## src/rtl/memory_stage_if.sv

```systemverilog
// ============================================================================
// memory_stage_if : request/grant/response data-memory bus
// Revision 1.0
// ============================================================================
`default_nettype none

interface memory_stage_if #(
  parameter int XLEN   = 32,
  parameter int ADDR_W = 32
);
  logic              dmem_req;
  logic              dmem_we;
  logic [ADDR_W-1:0] dmem_addr;
  logic [XLEN-1:0]   dmem_wdata;
  logic [3:0]        dmem_wstrb;
  logic              dmem_gnt;
  logic              dmem_rvalid;
  logic [XLEN-1:0]   dmem_rdata;

  modport master (
    output dmem_req, dmem_we, dmem_addr, dmem_wdata, dmem_wstrb,
    input  dmem_gnt, dmem_rvalid, dmem_rdata
  );

  modport slave (
    input  dmem_req, dmem_we, dmem_addr, dmem_wdata, dmem_wstrb,
    output dmem_gnt, dmem_rvalid, dmem_rdata
  );
endinterface

`default_nettype wire

```

## src/rtl/memory_stage.sv

```systemverilog
// ============================================================================
// memory_stage : load/store access stage with data alignment and extension
// Revision 1.0
// ============================================================================
`default_nettype none

module memory_stage #(
  parameter int XLEN   = 32,
  parameter int ADDR_W = 32
) (
  input  wire logic              clk_i,
  input  wire logic              rst,
  input  wire logic              execute_vaild_i,
  input  wire logic              ED_mem_rd_i,
  input  wire logic              ED_mem_wr_i,
  input  wire logic [2:0]        ED_mem_op_i,
  input  wire logic [ADDR_W-1:0] ED_valE_i,
  input  wire logic [XLEN-1:0]   ED_store_data_i,
  input  wire logic              write_back_allow_in_i,
  memory_stage_if.master         dmem,
  output logic [XLEN-1:0]        M_valM_o,
  output logic                   M_mem_err_o,
  output logic                   memory_ready_o,
  output logic                   memory_allow_in_o
);

  localparam logic [2:0] c_OP_B  = 3'b000;
  localparam logic [2:0] c_OP_H  = 3'b001;
  localparam logic [2:0] c_OP_W  = 3'b010;
  localparam logic [2:0] c_OP_BU = 3'b100;
  localparam logic [2:0] c_OP_HU = 3'b101;

  typedef enum logic [1:0] {
    S_IDLE = 2'd0,
    S_REQ  = 2'd1,
    S_WAIT = 2'd2,
    S_DONE = 2'd3
  } state_t;

  state_t            r_state;
  logic [XLEN-1:0]   r_valm;
  logic              r_we;
  logic [ADDR_W-1:0] r_addr;
  logic [XLEN-1:0]   r_wdata;
  logic [3:0]        r_wstrb;
  logic [2:0]        r_op;
  logic [1:0]        r_lane;

  logic              w_mem_op;
  logic              w_op_ok;
  logic              w_aligned;
  logic              w_legal;
  logic              w_issue;
  logic [ADDR_W-1:0] w_addr;
  logic [3:0]        w_wstrb;
  logic [XLEN-1:0]   w_wdata;
  logic [7:0]        w_byte;
  logic [15:0]       w_half;
  logic [XLEN-1:0]   w_load_ext;

  // Legality of the access presented by the execute stage
  always_comb begin
    w_mem_op  = execute_vaild_i & (ED_mem_rd_i | ED_mem_wr_i);
    w_op_ok   = 1'b0;
    w_aligned = 1'b1;
    case (ED_mem_op_i)
      c_OP_B, c_OP_H, c_OP_W: w_op_ok = 1'b1;
      c_OP_BU, c_OP_HU:       w_op_ok = ED_mem_rd_i;
      default:                w_op_ok = 1'b0;
    endcase
    case (ED_mem_op_i[1:0])
      2'b01:   w_aligned = ~ED_valE_i[0];
      2'b10:   w_aligned = (ED_valE_i[1:0] == 2'b00);
      default: w_aligned = 1'b1;
    endcase
    w_legal = w_mem_op & w_op_ok & w_aligned;
    w_issue = (r_state == S_IDLE) & w_legal;
  end

  // Store lane encoding; loads carry no strobes and no data
  always_comb begin
    w_addr  = {ED_valE_i[ADDR_W-1:2], 2'b00};
    w_wstrb = 4'b0000;
    w_wdata = '0;
    if (ED_mem_wr_i) begin
      case (ED_mem_op_i[1:0])
        2'b00: begin
          w_wstrb = 4'b0001 << ED_valE_i[1:0];
          w_wdata = {(XLEN/8){ED_store_data_i[7:0]}};
        end
        2'b01: begin
          w_wstrb = 4'b0011 << ED_valE_i[1:0];
          w_wdata = {(XLEN/16){ED_store_data_i[15:0]}};
        end
        default: begin
          w_wstrb = 4'b1111;
          w_wdata = ED_store_data_i;
        end
      endcase
    end
  end

  // Load alignment and extension from the captured lane and funct3
  always_comb begin
    w_byte = dmem.dmem_rdata[7:0];
    case (r_lane)
      2'd0:    w_byte = dmem.dmem_rdata[7:0];
      2'd1:    w_byte = dmem.dmem_rdata[15:8];
      2'd2:    w_byte = dmem.dmem_rdata[23:16];
      default: w_byte = dmem.dmem_rdata[31:24];
    endcase
    w_half = r_lane[1] ? dmem.dmem_rdata[31:16] : dmem.dmem_rdata[15:0];
    case (r_op)
      c_OP_B:  w_load_ext = {{(XLEN-8){w_byte[7]}}, w_byte};
      c_OP_BU: w_load_ext = {{(XLEN-8){1'b0}}, w_byte};
      c_OP_H:  w_load_ext = {{(XLEN-16){w_half[15]}}, w_half};
      c_OP_HU: w_load_ext = {{(XLEN-16){1'b0}}, w_half};
      default: w_load_ext = dmem.dmem_rdata;
    endcase
  end

  // In IDLE the bus is driven straight from the execute outputs so a
  // request can be granted with no added latency; in REQ it is replayed
  // from the captured copy.
  always_comb begin
    dmem.dmem_req   = w_issue | (r_state == S_REQ);
    dmem.dmem_we    = 1'b0;
    dmem.dmem_addr  = '0;
    dmem.dmem_wdata = '0;
    dmem.dmem_wstrb = 4'b0000;
    if (w_issue) begin
      dmem.dmem_we    = ED_mem_wr_i;
      dmem.dmem_addr  = w_addr;
      dmem.dmem_wdata = w_wdata;
      dmem.dmem_wstrb = w_wstrb;
    end else if (r_state == S_REQ) begin
      dmem.dmem_we    = r_we;
      dmem.dmem_addr  = r_addr;
      dmem.dmem_wdata = r_wdata;
      dmem.dmem_wstrb = r_wstrb;
    end
  end

  always_ff @(posedge clk_i) begin
    if (rst) begin
      r_state <= S_IDLE;
      r_valm  <= '0;
      r_we    <= 1'b0;
      r_addr  <= '0;
      r_wdata <= '0;
      r_wstrb <= 4'b0000;
      r_op    <= 3'b000;
      r_lane  <= 2'b00;
    end else begin
      case (r_state)
        S_IDLE: begin
          if (w_legal) begin
            r_we    <= ED_mem_wr_i;
            r_addr  <= w_addr;
            r_wdata <= w_wdata;
            r_wstrb <= w_wstrb;
            r_op    <= ED_mem_op_i;
            r_lane  <= ED_valE_i[1:0];
            r_valm  <= '0;
            if (dmem.dmem_gnt) begin
              r_state <= ED_mem_wr_i ? S_DONE : S_WAIT;
            end else begin
              r_state <= S_REQ;
            end
          end
        end
        S_REQ: begin
          if (dmem.dmem_gnt) begin
            r_state <= r_we ? S_DONE : S_WAIT;
          end
        end
        S_WAIT: begin
          if (dmem.dmem_rvalid) begin
            r_valm  <= w_load_ext;
            r_state <= S_DONE;
          end
        end
        S_DONE: begin
          // Clearing on consume keeps the result at zero for whatever
          // IDLE presents next (bubbles, errors).
          if (write_back_allow_in_i) begin
            r_valm  <= '0;
            r_state <= S_IDLE;
          end
        end
        default: r_state <= S_IDLE;
      endcase
    end
  end

  assign M_valM_o          = r_valm;
  assign M_mem_err_o       = (r_state == S_IDLE) & w_mem_op & ~w_legal;
  assign memory_ready_o    = ((r_state == S_IDLE) & ~w_legal) | (r_state == S_DONE);
  assign memory_allow_in_o = memory_ready_o & write_back_allow_in_i;

endmodule

`default_nettype wire

```

## src/flat_wrapper.sv

```systemverilog
// flat-port wrapper written by rule: the top's interface ports become plain ports
module memory_stage_flat 
#(
  parameter int XLEN   = 32,
  parameter int ADDR_W = 32
)
  (clk_i, rst, execute_vaild_i, ED_mem_rd_i, ED_mem_wr_i, ED_mem_op_i, ED_valE_i, ED_store_data_i, write_back_allow_in_i, M_valM_o, M_mem_err_o, memory_ready_o, memory_allow_in_o, dmem_dmem_req, dmem_dmem_we, dmem_dmem_addr, dmem_dmem_wdata, dmem_dmem_wstrb, dmem_dmem_gnt, dmem_dmem_rvalid, dmem_dmem_rdata);
  memory_stage_if #(.XLEN(XLEN), .ADDR_W(ADDR_W)) dmem_i ();
  input  wire logic clk_i;
  input  wire logic rst;
  input  wire logic execute_vaild_i;
  input  wire logic ED_mem_rd_i;
  input  wire logic ED_mem_wr_i;
  input  wire logic [2:0] ED_mem_op_i;
  input  wire logic [ADDR_W-1:0] ED_valE_i;
  input  wire logic [XLEN-1:0] ED_store_data_i;
  input  wire logic write_back_allow_in_i;
  output logic [XLEN-1:0] M_valM_o;
  output logic M_mem_err_o;
  output logic memory_ready_o;
  output logic memory_allow_in_o;
  output wire logic [$bits(dmem_i.dmem_req)-1:0] dmem_dmem_req;
  output wire logic [$bits(dmem_i.dmem_we)-1:0] dmem_dmem_we;
  output wire logic [$bits(dmem_i.dmem_addr)-1:0] dmem_dmem_addr;
  output wire logic [$bits(dmem_i.dmem_wdata)-1:0] dmem_dmem_wdata;
  output wire logic [$bits(dmem_i.dmem_wstrb)-1:0] dmem_dmem_wstrb;
  input wire logic [$bits(dmem_i.dmem_gnt)-1:0] dmem_dmem_gnt;
  input wire logic [$bits(dmem_i.dmem_rvalid)-1:0] dmem_dmem_rvalid;
  input wire logic [$bits(dmem_i.dmem_rdata)-1:0] dmem_dmem_rdata;
  assign dmem_dmem_req = dmem_i.dmem_req;
  assign dmem_dmem_we = dmem_i.dmem_we;
  assign dmem_dmem_addr = dmem_i.dmem_addr;
  assign dmem_dmem_wdata = dmem_i.dmem_wdata;
  assign dmem_dmem_wstrb = dmem_i.dmem_wstrb;
  assign dmem_i.dmem_gnt = dmem_dmem_gnt;
  assign dmem_i.dmem_rvalid = dmem_dmem_rvalid;
  assign dmem_i.dmem_rdata = dmem_dmem_rdata;
  memory_stage #(.XLEN(XLEN), .ADDR_W(ADDR_W)) u_core (.clk_i(clk_i), .rst(rst), .execute_vaild_i(execute_vaild_i), .ED_mem_rd_i(ED_mem_rd_i), .ED_mem_wr_i(ED_mem_wr_i), .ED_mem_op_i(ED_mem_op_i), .ED_valE_i(ED_valE_i), .ED_store_data_i(ED_store_data_i), .write_back_allow_in_i(write_back_allow_in_i), .dmem(dmem_i), .M_valM_o(M_valM_o), .M_mem_err_o(M_mem_err_o), .memory_ready_o(memory_ready_o), .memory_allow_in_o(memory_allow_in_o));
endmodule
```

## config.mk

```make
export PLATFORM = sky130hd
export DESIGN_NAME = memory_stage_flat
export DESIGN_NICKNAME = d
export VERILOG_FILES = /design/src/rtl/memory_stage_if.sv /design/src/rtl/memory_stage.sv /design/src/flat_wrapper.sv
export SDC_FILE = /design/constraint.sdc
export NUM_CORES = 1
export LEC_CHECK = 0
export CORE_MARGIN = 4
export CORE_UTILIZATION = 35
export DETAILED_ROUTE_END_ITERATION = 7
export GPL_TIMING_DRIVEN = 0
export PLACE_DENSITY = 0.71
export SETUP_SLACK_MARGIN = 0.02
export SKIP_LAST_GASP = 1
export SLEW_MARGIN = 20
export SYNTH_ARGS = -nofsm -noshare
export SYNTH_HDL_FRONTEND = slang
export SYNTH_SLANG_ARGS = --single-unit
```

## constraint.sdc

```tcl
create_clock -name clk_i -period 5.15 [get_ports clk_i]
set_input_delay 0.515 -clock clk_i [delete_from_list [all_inputs] [get_ports clk_i]]
set_output_delay 0.515 -clock clk_i [all_outputs]
set_load 0.02 [all_outputs]
```

==> flow_summary.yaml, run 1 <==
floorplan:
  dieArea_um2: 17300
  num_rows: 44
  die_h_um: 132
  ios: 212
  fp.dieW_um: 132
  core_area_um2: 14800
  start_util_pct: 36.3
sta:
  clock.fmax_ghz: 0.223
  tns_ps: 0
  hold_viol: 0
  setup_viol: 0
  worst_pin_slew_ps: 554
  fin_skew_ps: 10.4
  finalMaxSlewViolations: 0
  fin_crit_ps: 4480
  finalCritPeriodShare_pct: 87.0
  grt_setup_unrepaired: "false"
  relSlewSlack_pct: 62.7
  fin_ws_ps: 667
power:
  p_leak_nw: 2.96
  clkPwrFrac_pct: 26.7
  intPower_mw: 1.54
  seq_power_share_pct: 36.6
  ir_drop_uv: 171
  p_comb_share_pct: 36.7
  power_density_nw_per_um2: 308
  switching_share_pct: 37.0
  p_switching_mw: 0.907
job:
  drv_cap: 0
global_route:
  grt_max_degree: 19
  grt_usage_pct: 21.0
  antenna_found_initial: 0
  grt_pass1_wl_mm: 29.9
  grt_pass1_vias: 5602
  overflow: 0
detailed_routing:
  num_vias: 5810
  ant_nets: 0
  drtIter0Drc: 379
  wl_per_cell_um: 17.2
  drt_pre_antenna_iters: 5
  drt_wl_total_mm: 18.8
  drcViolationCount: 0
  avgViaCountPerCell: 5.33
status:
  status: "finished, final reports clean"
finish:
  finalNetCount: 1016
  final_cell_mix: "clkdlybuf4s50_1, nand2_1, dfxtp_1, a21oi_1, o21ai_0"
  final_cells: 1090
  syn_to_final_growth_pct: 48.6
  diodes: 0
  drive_gt1_share_pct: 5.63
  final_common_cell: "clkdlybuf4s50_1"
synthesis:
  ys_async_sr_fraction_pct: 0
  yosysSeqAreaShare_pct: 39.6
  synth_edf_count: 0
  muxShareOfSynthArea_pct: 3.39
  synth_fa_ha_area_share_pct: 1.64
  synth_ff_type: "dfxtp_1"
  yosys.area_share.simple_pct: 21.4
  ys_seq_elements: 106
  avgSynthCellArea_um2: 7.86
  netlist_area_um2: 5360
  synthCells: 681
  yosys_warnings: 0
  synth-compound-area-share_pct: 27.9
  synth_top_family_by_area: "compound AO/OA/AOI/OAI gates"
  ys_types: 50
  synth_xor_xnor_area_share_pct: 0
placement:
  dp_hpwl_mm: 14.4
  gp_congestion: 0.861
  portBuffers: 209
  dp_slack_ps: 333
  place_inst: 1075
clock_network:
  cts_tree: "built"
  clock_latency_ps: 350
  cts-root-buf: "clkbuf_16"
  holdBufCountCts: 0
  cts_buffers: 9
  cts.sinks: 106
  clockBufferDepth: 2
  path_clk_slew_ps: 70
  htreeDepth: 3
setup_path:
  cp_max_fo: 10
  cp-end-kind: "output pin"
  path_class: "input pin to output pin"
  cp-start-kind: "input pin"
  crit_required_ps: 4640
  arrival_ps: 3970
hold_path:
  hold_path.class: "register to register"
cell usage after synthesis (all sizes together), types with 2 or more instances:
library cell / number / area, um2
nor3: 5 / 36.3
a22o: 23 / 201
nor2b: 4 / 25.0
nand3b: 2 / 15.0
a21oi: 54 / 270
buf: 23 / 148
o221ai: 8 / 70.1
o211ai: 2 / 15.0
a22oi: 18 / 135
clkbuf: 35 / 133
dfxtp: 106 / 2120
o31ai: 18 / 140
nand3: 29 / 145
inv: 10 / 37.5
a2bb2oi: 7 / 61.3
o2bb2ai: 24 / 210
and2: 3 / 18.8
o22ai: 7 / 43.8
nand2: 161 / 604
ha: 7 / 87.6
o21ai: 41 / 205
mux2i: 17 / 170
a31o: 8 / 70.1
a2111oi: 2 / 17.5
and3: 9 / 61.3
nor2: 34 / 130
nor3b: 8 / 60.1
nand2b: 4 / 25.0
layer usage:
metal | track usage (%) | wire length (um)
met2 | 33.8 | 8400
met5 | 0 | 0
met1 | 27.6 | 8480
met4 | 5.72 | 253
met3 | 6.35 | 1640
power groups by stage:
stage | Clock [mW] | Sequential, mW | Combinational (mW)
4_1_cts | 0.671 | 0.897 | 0.897
3_5_place_dp | 0 | 0.917 | 0.894
2_1_floorplan | 0 | 0.934 | 0.495
3_3_place_gp | 0 | 0.914 | 0.892
5_1_grt | 0.708 | 0.904 | 0.978
6_report | 0.654 | 0.898 | 0.898
critical path: stages:
cell             delay, ps
clkdlybuf4s50_1        510
clkbuf_2               370
inv_1                  120
ha_1                   300
nor3_1                 270
a211oi_2               130
a31oi_1                400
buf_2                  300
buf_2                  260
nand2_1                 90
nand2_1                 70
clkdlybuf4s50_1        630
flip-flops by register name, indices dropped and copies added, names as in the netlist:
| register | count |
|---|---|
| u_core.r_addr | 30 |
| u_core.r_op | 3 |
| u_core.r_state | 2 |
| u_core.r_we | 1 |
| u_core.r_lane | 2 |
| u_core.r_wstrb | 4 |
| u_core.r_wdata | 32 |
| u_core.M_valM_o | 32 |
layout make-up:
type / instances / area (um2)
flip-flops and latches: 106 / 2120
clock buffers: 9 / 225
plain buffers: 58 / 282
fillers: 1431 / 6800
well taps: 184 / 230
multi-input cells: 508 / 2920
repair buffers: 209 / 2090
inverters: 10 / 37.5
clock inverters: 6 / 48.8
cells by family (layout without fill, tap and decap cells):
logic type	count (synthesis)	after routing
adder cells (fa/ha/maj)	7	7
AO/OA/AOI/OAI	218	218
AND/OR/NAND/NOR	263	263
flip-flops	106	106
buffers and inverters	68	292
multiplexers	18	18
other	1	2
per-stage QoR:
step	hold WS [ps]	utilization [%]	instance area (um2)	total power [mW]
4_1_cts	458	53.9	7960	2.47
5_1_grt	476	53.9	7960	2.59
3_3_place_gp	442	52.1	7680	1.81
3_5_place_dp	446	52.1	7680	1.81
6_report	455	53.9	7960	2.45
2_1_floorplan	432	-	5360	1.43
what timing repair did:
item / CTS / global route
buffers inserted: 0 / 0
gates resized for setup: 0 / 3
endpoints found under the setup margin: 0 / 38
worst paths after layout:
check,slack (ps),to,from,depth (start not counted)
max,670,dmem_dmem_addr[5],ED_mem_op_i[1],12
max reg2reg,2820,u_core.M_valM_o[31],u_core.r_state[1],9
min reg2reg,450,u_core.r_addr[20],u_core.r_addr[20],2
min,450,u_core.r_addr[20],u_core.r_addr[20],2
No activity file was read; power rests on OpenSTA's default activity.
==> run 2, diff against run 1 <==
--- a/config.mk
+++ b/config.mk
@@ -5,11 +5,13 @@
 export SDC_FILE = /design/constraint.sdc
 export NUM_CORES = 1
 export LEC_CHECK = 0
+export ABC_AREA = 1
 export CORE_MARGIN = 4
 export CORE_UTILIZATION = 35
+export CTS_CLUSTER_DIAMETER = 30
 export DETAILED_ROUTE_END_ITERATION = 7
 export GPL_TIMING_DRIVEN = 0
-export PLACE_DENSITY = 0.71
+export PLACE_DENSITY = 0.7
 export SETUP_SLACK_MARGIN = 0.02
 export SKIP_LAST_GASP = 1
 export SLEW_MARGIN = 20
==> run 2 against run 1 <==
Net effect: fmax decreased by 4.0%; flip-flop and latch count unchanged; worst setup slack worse by 190 ps; first-iteration DRC count up 45%; non-clock buffer count is 5 higher; register-to-register slack gained 50 ps; design area up 2.4%; via count grew 11%; hold slack improved by 11 ps; largest cell class unchanged.
==> flow_summary.yaml, run 2 <==
sta:
  finalMaxSlewViolations: 0
  hold_viol: 0
  relSlewSlack_pct: 42.9
  worst_pin_slew_ps: 847
  tns_ps: 0
  grt_setup_unrepaired: "false"
  clock.fmax_ghz: 0.214
  fin_crit_ps: 4670
  setup_viol: 0
  fin_skew_ps: 7.41
  fin_ws_ps: 482
  finalCritPeriodShare_pct: 90.6
finish:
  final_common_cell: "nand2_1"
  drive_gt1_share_pct: 6.09
  finalNetCount: 1161
  diodes: 0
  syn_to_final_growth_pct: 48.0
  final_cell_mix: "nand2_1, clkdlybuf4s50_1, a21oi_1, dfxtp_1, o21ai_0"
setup_path:
  path_buf_inv: 7
  cp_cell_sequence: "clkdlybuf4s50_1, clkbuf_1, clkinv_1, ha_1, buf_4, nor2_4, nand2_1, nand2_1, nor2_2, nand2_2, nor2_4, inv_2, buf_2, nand2_1, o21ai_0, clkdlybuf4s50_1"
  ff2ff_setup_slack_ps: 2870
  r2r-end: "u_core.M_valM_o[19]"
  cp-end-kind: "output pin"
  cp-start-kind: "input pin"
  cp_max_fo: 11
  path_class: "input pin to output pin"
  r2r_cells: 8
  arrival_ps: 4150
  cp_slowest_stage_delay_ps: 670
  cpMostUsedCell: "nand2_1"
  cp_slowest_cell: "clkdlybuf4s50_1"
  r2r-start: "u_core.r_state[0]"
  crit_required_ps: 4640
  critPathTopFamily: "buffers and inverters"
clock_network:
  cts_buffers: 9
  cts_tree: "built"
  htreeDepth: 3
  clock_latency_ps: 350
  cts.sinks: 106
  clockBufferDepth: 2
  cts-root-buf: "clkbuf_16"
  cts_resized: 0
  postCtsSetupBuffers: 0
  path_clk_slew_ps: 70
  holdBufCountCts: 0
detailed_routing:
  drt_wl_total_mm: 20.5
  ant_nets: 0
  wl_per_cell_um: 16.3
  drcViolationCount: 0
  drt_pre_antenna_iters: 5
  drtIter0Drc: 549
  avgViaCountPerCell: 5.10
  num_vias: 6438
synthesis:
  yosys_warnings: 0
  synth_top_area_share_pct: 38.6
  yosysSeqAreaShare_pct: 38.6
  avgSynthCellArea_um2: 6.66
  synth_ff_type: "dfxtp_1"
  ys_seq_elements: 106
  synth.top_cells.by_count: "nand2_1, a21oi_1, dfxtp_1"
  ys_top_cells_by_area: "dfxtp_1, nand2_1, a21oi_1"
  yosysTopAreaCell: "dfxtp_1"
  synth_edf_count: 0
  ys_types: 29
  synthCells: 827
  yosysMostFrequentCell: "nand2_1"
  ys_async_sr_fraction_pct: 0
  netlist_area_um2: 5500
hold_path:
  hold_path.class: "register to register"
  hold_end: "u_core.M_valM_o[31]"
  hold_path_depth: 2
  worstHoldStart: "u_core.M_valM_o[31]"
global_route:
  overflow: 0
  grt_pass1_vias: 6020
  antenna_found_initial: 0
  grt_max_degree: 18
  grt_usage_pct: 22.4
  grt_pass1_wl_mm: 31.8
placement:
  gp_congestion: 0.915
  dp_hpwl_mm: 15.8
  dp_slack_ps: 560
  portBuffers: 208
power:
  p_leak_nw: 3.01
  p_switching_mw: 1.00
  intPower_mw: 1.63
  power_density_nw_per_um2: 323
  seq_power_share_pct: 34.7
  p_comb_share_pct: 38.4
  clkPwrFrac_pct: 26.9
  ir_drop_uv: 211
  switching_share_pct: 38.1
floorplan:
  start_util_pct: 35.9
  fp.dieW_um: 133
  die_h_um: 133
  dieArea_um2: 17800
  ios: 212
  num_rows: 45
  core_area_um2: 15300
job:
  drv_cap: 0
status:
  status: "finished, final reports clean"
==> run 2: layer usage <==
| metal | track usage [%] | wire length, um |
|---|---|---|
| met5 | 0 | 0 |
| met4 | 7.37 | 434 |
| met3 | 6.57 | 1890 |
| met2 | 36.3 | 9250 |
| met1 | 28.8 | 8970 |
==> run 2: worst max path at each step <==
| stage | start | endpoint | slack [ps] | depth (start not counted) |
|---|---|---|---|---|
| after floorplan | ED_mem_op_i[1] | dmem_dmem_addr[10] | 2020 | 14 |
| after global placement | ED_mem_op_i[1] | dmem_dmem_wdata[8] | 550 | 16 |
| after detailed placement | ED_mem_op_i[1] | dmem_dmem_wdata[8] | 560 | 16 |
| after CTS | ED_mem_op_i[1] | dmem_dmem_wdata[8] | 530 | 16 |
| after global routing | ED_mem_op_i[1] | dmem_dmem_wdata[8] | 280 | 16 |
| final | ED_mem_op_i[1] | dmem_dmem_wdata[8] | 480 | 16 |
==> run 2: cells by family after synthesis <==
kind of cell	after synthesis	synth area share [%]
other cells	1	0.0681
simple gates	388	30.6
fa+ha+maj	7	1.59
flops	106	38.6
buf+inv	98	7.98
compound gates	227	21.2
==> run 2: area by class of cell <==
| class | instances | area [um2] |
|---|---|---|
| plain buffers | 64 | 312 |
| clock buffers | 10 | 229 |
| clock inverters | 5 | 63.8 |
| fillers | 1548 | 7170 |
| inverters | 34 | 128 |
| multi-input cells | 624 | 2950 |
| flip-flops and latches | 106 | 2120 |
| well taps | 211 | 264 |
| repair buffers | 208 | 2080 |
==> run 2: power groups by stage <==
stage | Clock [mW] | Combinational, mW | Sequential (mW)
3_3_place_gp | 0 | 0.995 | 0.928
4_1_cts | 0.718 | 1.00 | 0.911
3_5_place_dp | 0 | 1.00 | 0.930
2_1_floorplan | 0 | 0.556 | 0.963
5_1_grt | 0.752 | 1.10 | 0.918
6_report | 0.708 | 1.01 | 0.911
==> run 2: worst reg2reg max path, stage by stage, from the launching register on <==
cell      delay [ps]
dfxtp_1          370
inv_1             90
ha_1             280
inv_1            100
o22ai_1          120
a21oi_2          470
clkbuf_1         410
nand4_1          210
a21oi_1          150
==> run 2: stage by stage <==
stage	util [%]	hold WS (ps)	power, mW	cell area [um2]	cells
floorplan	-	439	1.52	5510	828
global placement	51.3	447	1.92	7850	1247
detailed placement	51.3	457	1.93	7850	1247
CTS	53.2	466	2.63	8150	1262
global route	53.2	483	2.77	8150	1262
finish	53.2	465	2.63	8150	1262
==> run 3, diff against run 2 <==
--- a/config.mk
+++ b/config.mk
@@ -11,8 +11,9 @@
 export CTS_CLUSTER_DIAMETER = 30
 export DETAILED_ROUTE_END_ITERATION = 7
 export GPL_TIMING_DRIVEN = 0
+export MAX_ROUTING_LAYER = met4
 export PLACE_DENSITY = 0.7
-export SETUP_SLACK_MARGIN = 0.02
+export SETUP_SLACK_MARGIN = 0.15
 export SKIP_LAST_GASP = 1
 export SLEW_MARGIN = 20
 export SYNTH_ARGS = -nofsm -noshare
==> run 3 against run 2 <==
Net effect: register-to-register slack improved by 40 ps; total power rose by 0.89%; cell count barely moved; flip-flop and latch count did not move; largest cell class unchanged; highest routed layer unchanged.
==> flow_summary.yaml, run 3 (synthesis gave the netlist of run 2 again) <==
hold_path:
  hold_path_depth: 2
  hold_path.class: "register to register"
  worstHoldStart: "u_core.r_addr[17]"
finish:
  final_area_um2: 8160
  finalNetCount: 1161
  final_common_cell: "nand2_1"
  fill_cells: 1560
  final_cell_mix: "nand2_1, clkdlybuf4s50_1, a21oi_1, dfxtp_1, o21ai_0"
  syn_to_final_growth_pct: 48.3
  diodes: 0
  final_util_pct: 53.3
  drive_gt1_share_pct: 6.27
detailed_routing:
  drt_wl_total_mm: 20.6
  ant_nets: 0
  avgViaCountPerCell: 5.08
  num_vias: 6419
  drcViolationCount: 0
  wl_per_cell_um: 16.3
  drtIter0Drc: 557
  drt_pre_antenna_iters: 6
power:
  clkPwrFrac_pct: 27.5
  seq_power_share_pct: 34.3
  intPower_mw: 1.63
  p_switching_mw: 1.02
  ir_drop_uv: 164
  p_comb_share_pct: 38.2
  switching_share_pct: 38.4
  p_leak_nw: 3.02
  totalPowerFinal_mw: 2.65
  power_density_nw_per_um2: 325
sta:
  hold_viol: 0
  relSlewSlack_pct: 42.2
  tns_ps: 0
  setup_viol: 0
  finalCritPeriodShare_pct: 90.6
  grt_setup_unrepaired: "false"
  fin_skew_ps: 13.0
  fin_crit_ps: 4670
  clock.fmax_ghz: 0.214
  worst_pin_slew_ps: 858
  finalMaxSlewViolations: 0
  worst_hold_slack_ps: 465
clock_network:
  holdBufCountCts: 0
  cts_tree: "built"
  cts.sinks: 106
  cts_buffers: 9
  clock_latency_ps: 360
  cts_resized: 0
  cts-root-buf: "clkbuf_16"
  clockBufferDepth: 2
  htreeDepth: 3
  postCtsSetupBuffers: 0
  path_clk_slew_ps: 70
setup_path:
  path_class: "input pin to output pin"
  crit_required_ps: 4640
  cpMostUsedCell: "nand2_1"
  cp_slowest_cell: "clkdlybuf4s50_1"
  r2r-start: "u_core.r_state[0]"
  r2r-end: "u_core.M_valM_o[5]"
  cp_max_fo: 11
  r2r_cells: 10
  cp-start-kind: "input pin"
  cp-end-kind: "output pin"
  crit_path_end: "dmem_dmem_wdata[9]"
  ff2ff_setup_slack_ps: 2910
  cp_cell_sequence: "clkdlybuf4s50_1, clkbuf_1, clkinv_1, ha_1, buf_4, nor2_4, nand2_1, nand2_1, nor2_2, nand2_2, nor2_4, inv_2, buf_2, nand2_1, o21ai_0, clkdlybuf4s50_1"
  crit_start: "ED_mem_op_i[1]"
  arrival_ps: 4150
  cp_slowest_stage_delay_ps: 670
job:
  drv_cap: 0
status:
  status: "finished, final reports clean"
global_route:
  grt_usage_pct: 23.4
  grt_pass1_wl_mm: 32.3
  antenna_found_initial: 0
  grt_max_degree: 20
  grt_pass1_vias: 6120
  overflow: 0
floorplan:
  dieArea_um2: 17800
  fp.dieW_um: 133
  die_h_um: 133
  ios: 212
  num_rows: 45
  start_util_pct: 35.9
  core_area_um2: 15300
placement:
  dp_hpwl_mm: 15.8
  post_dp_cell_area_um2: 7850
  portBuffers: 208
  gp_congestion: 0.923
run 3: worst max-delay path, delay by kind of cell:
| kind | cells | cell delay [ps] |
|---|---|---|
| AOI/OAI and AO/OA | 1 | 290 |
| and+or+nand+nor | 7 | 600 |
| adders and majority gates | 1 | 320 |
| buffers and inverters | 7 | 2420 |
run 3: power groups by stage:
stage	clock, mW	sequential (mW)	combinational, mW
floorplan	0	0.963	0.556
detailed placement	0	0.929	1.00
global placement	0	0.928	0.994
CTS	0.744	0.910	1.01
finish	0.729	0.910	1.01
global route	0.780	0.918	1.11
run 3: worst min-delay path by stage:
| stage | end | slack, ps |
|---|---|---|
| final | u_core.r_addr[17] | 470 |
| after detailed placement | u_core.r_addr[28] | 460 |
| after CTS | u_core.r_addr[28] | 470 |
| after global placement | u_core.r_we | 450 |
| after global routing | u_core.r_addr[30] | 480 |
| after floorplan | u_core.r_we | 440 |
run 3: area by class of cell:
type	instances	area [um2]	area share [%]
inverter	34	128	1.56
clock buffer	9	225	2.76
tap	211	264	3.23
sequential	106	2120	26.0
clock inverter	7	82.6	1.01
buffer	64	312	3.82
timing repair buffer	208	2080	25.5
multi-input combinational	624	2950	36.1
run 3: routing by layer:
| metal | routed length [um] | global-route usage, % |
|---|---|---|
| met5 | 0 | - |
| met4 | 423 | 6.00 |
| met3 | 1770 | 6.65 |
| met2 | 9240 | 36.7 |
| met1 | 9190 | 29.9 |
run 3: through the flow:
stage	setup WS, ps	instances
final	483	1263
after global routing	230	1263
after CTS	528	1263
after detailed placement	563	1247
after global placement	547	1247
after floorplan	2020	828
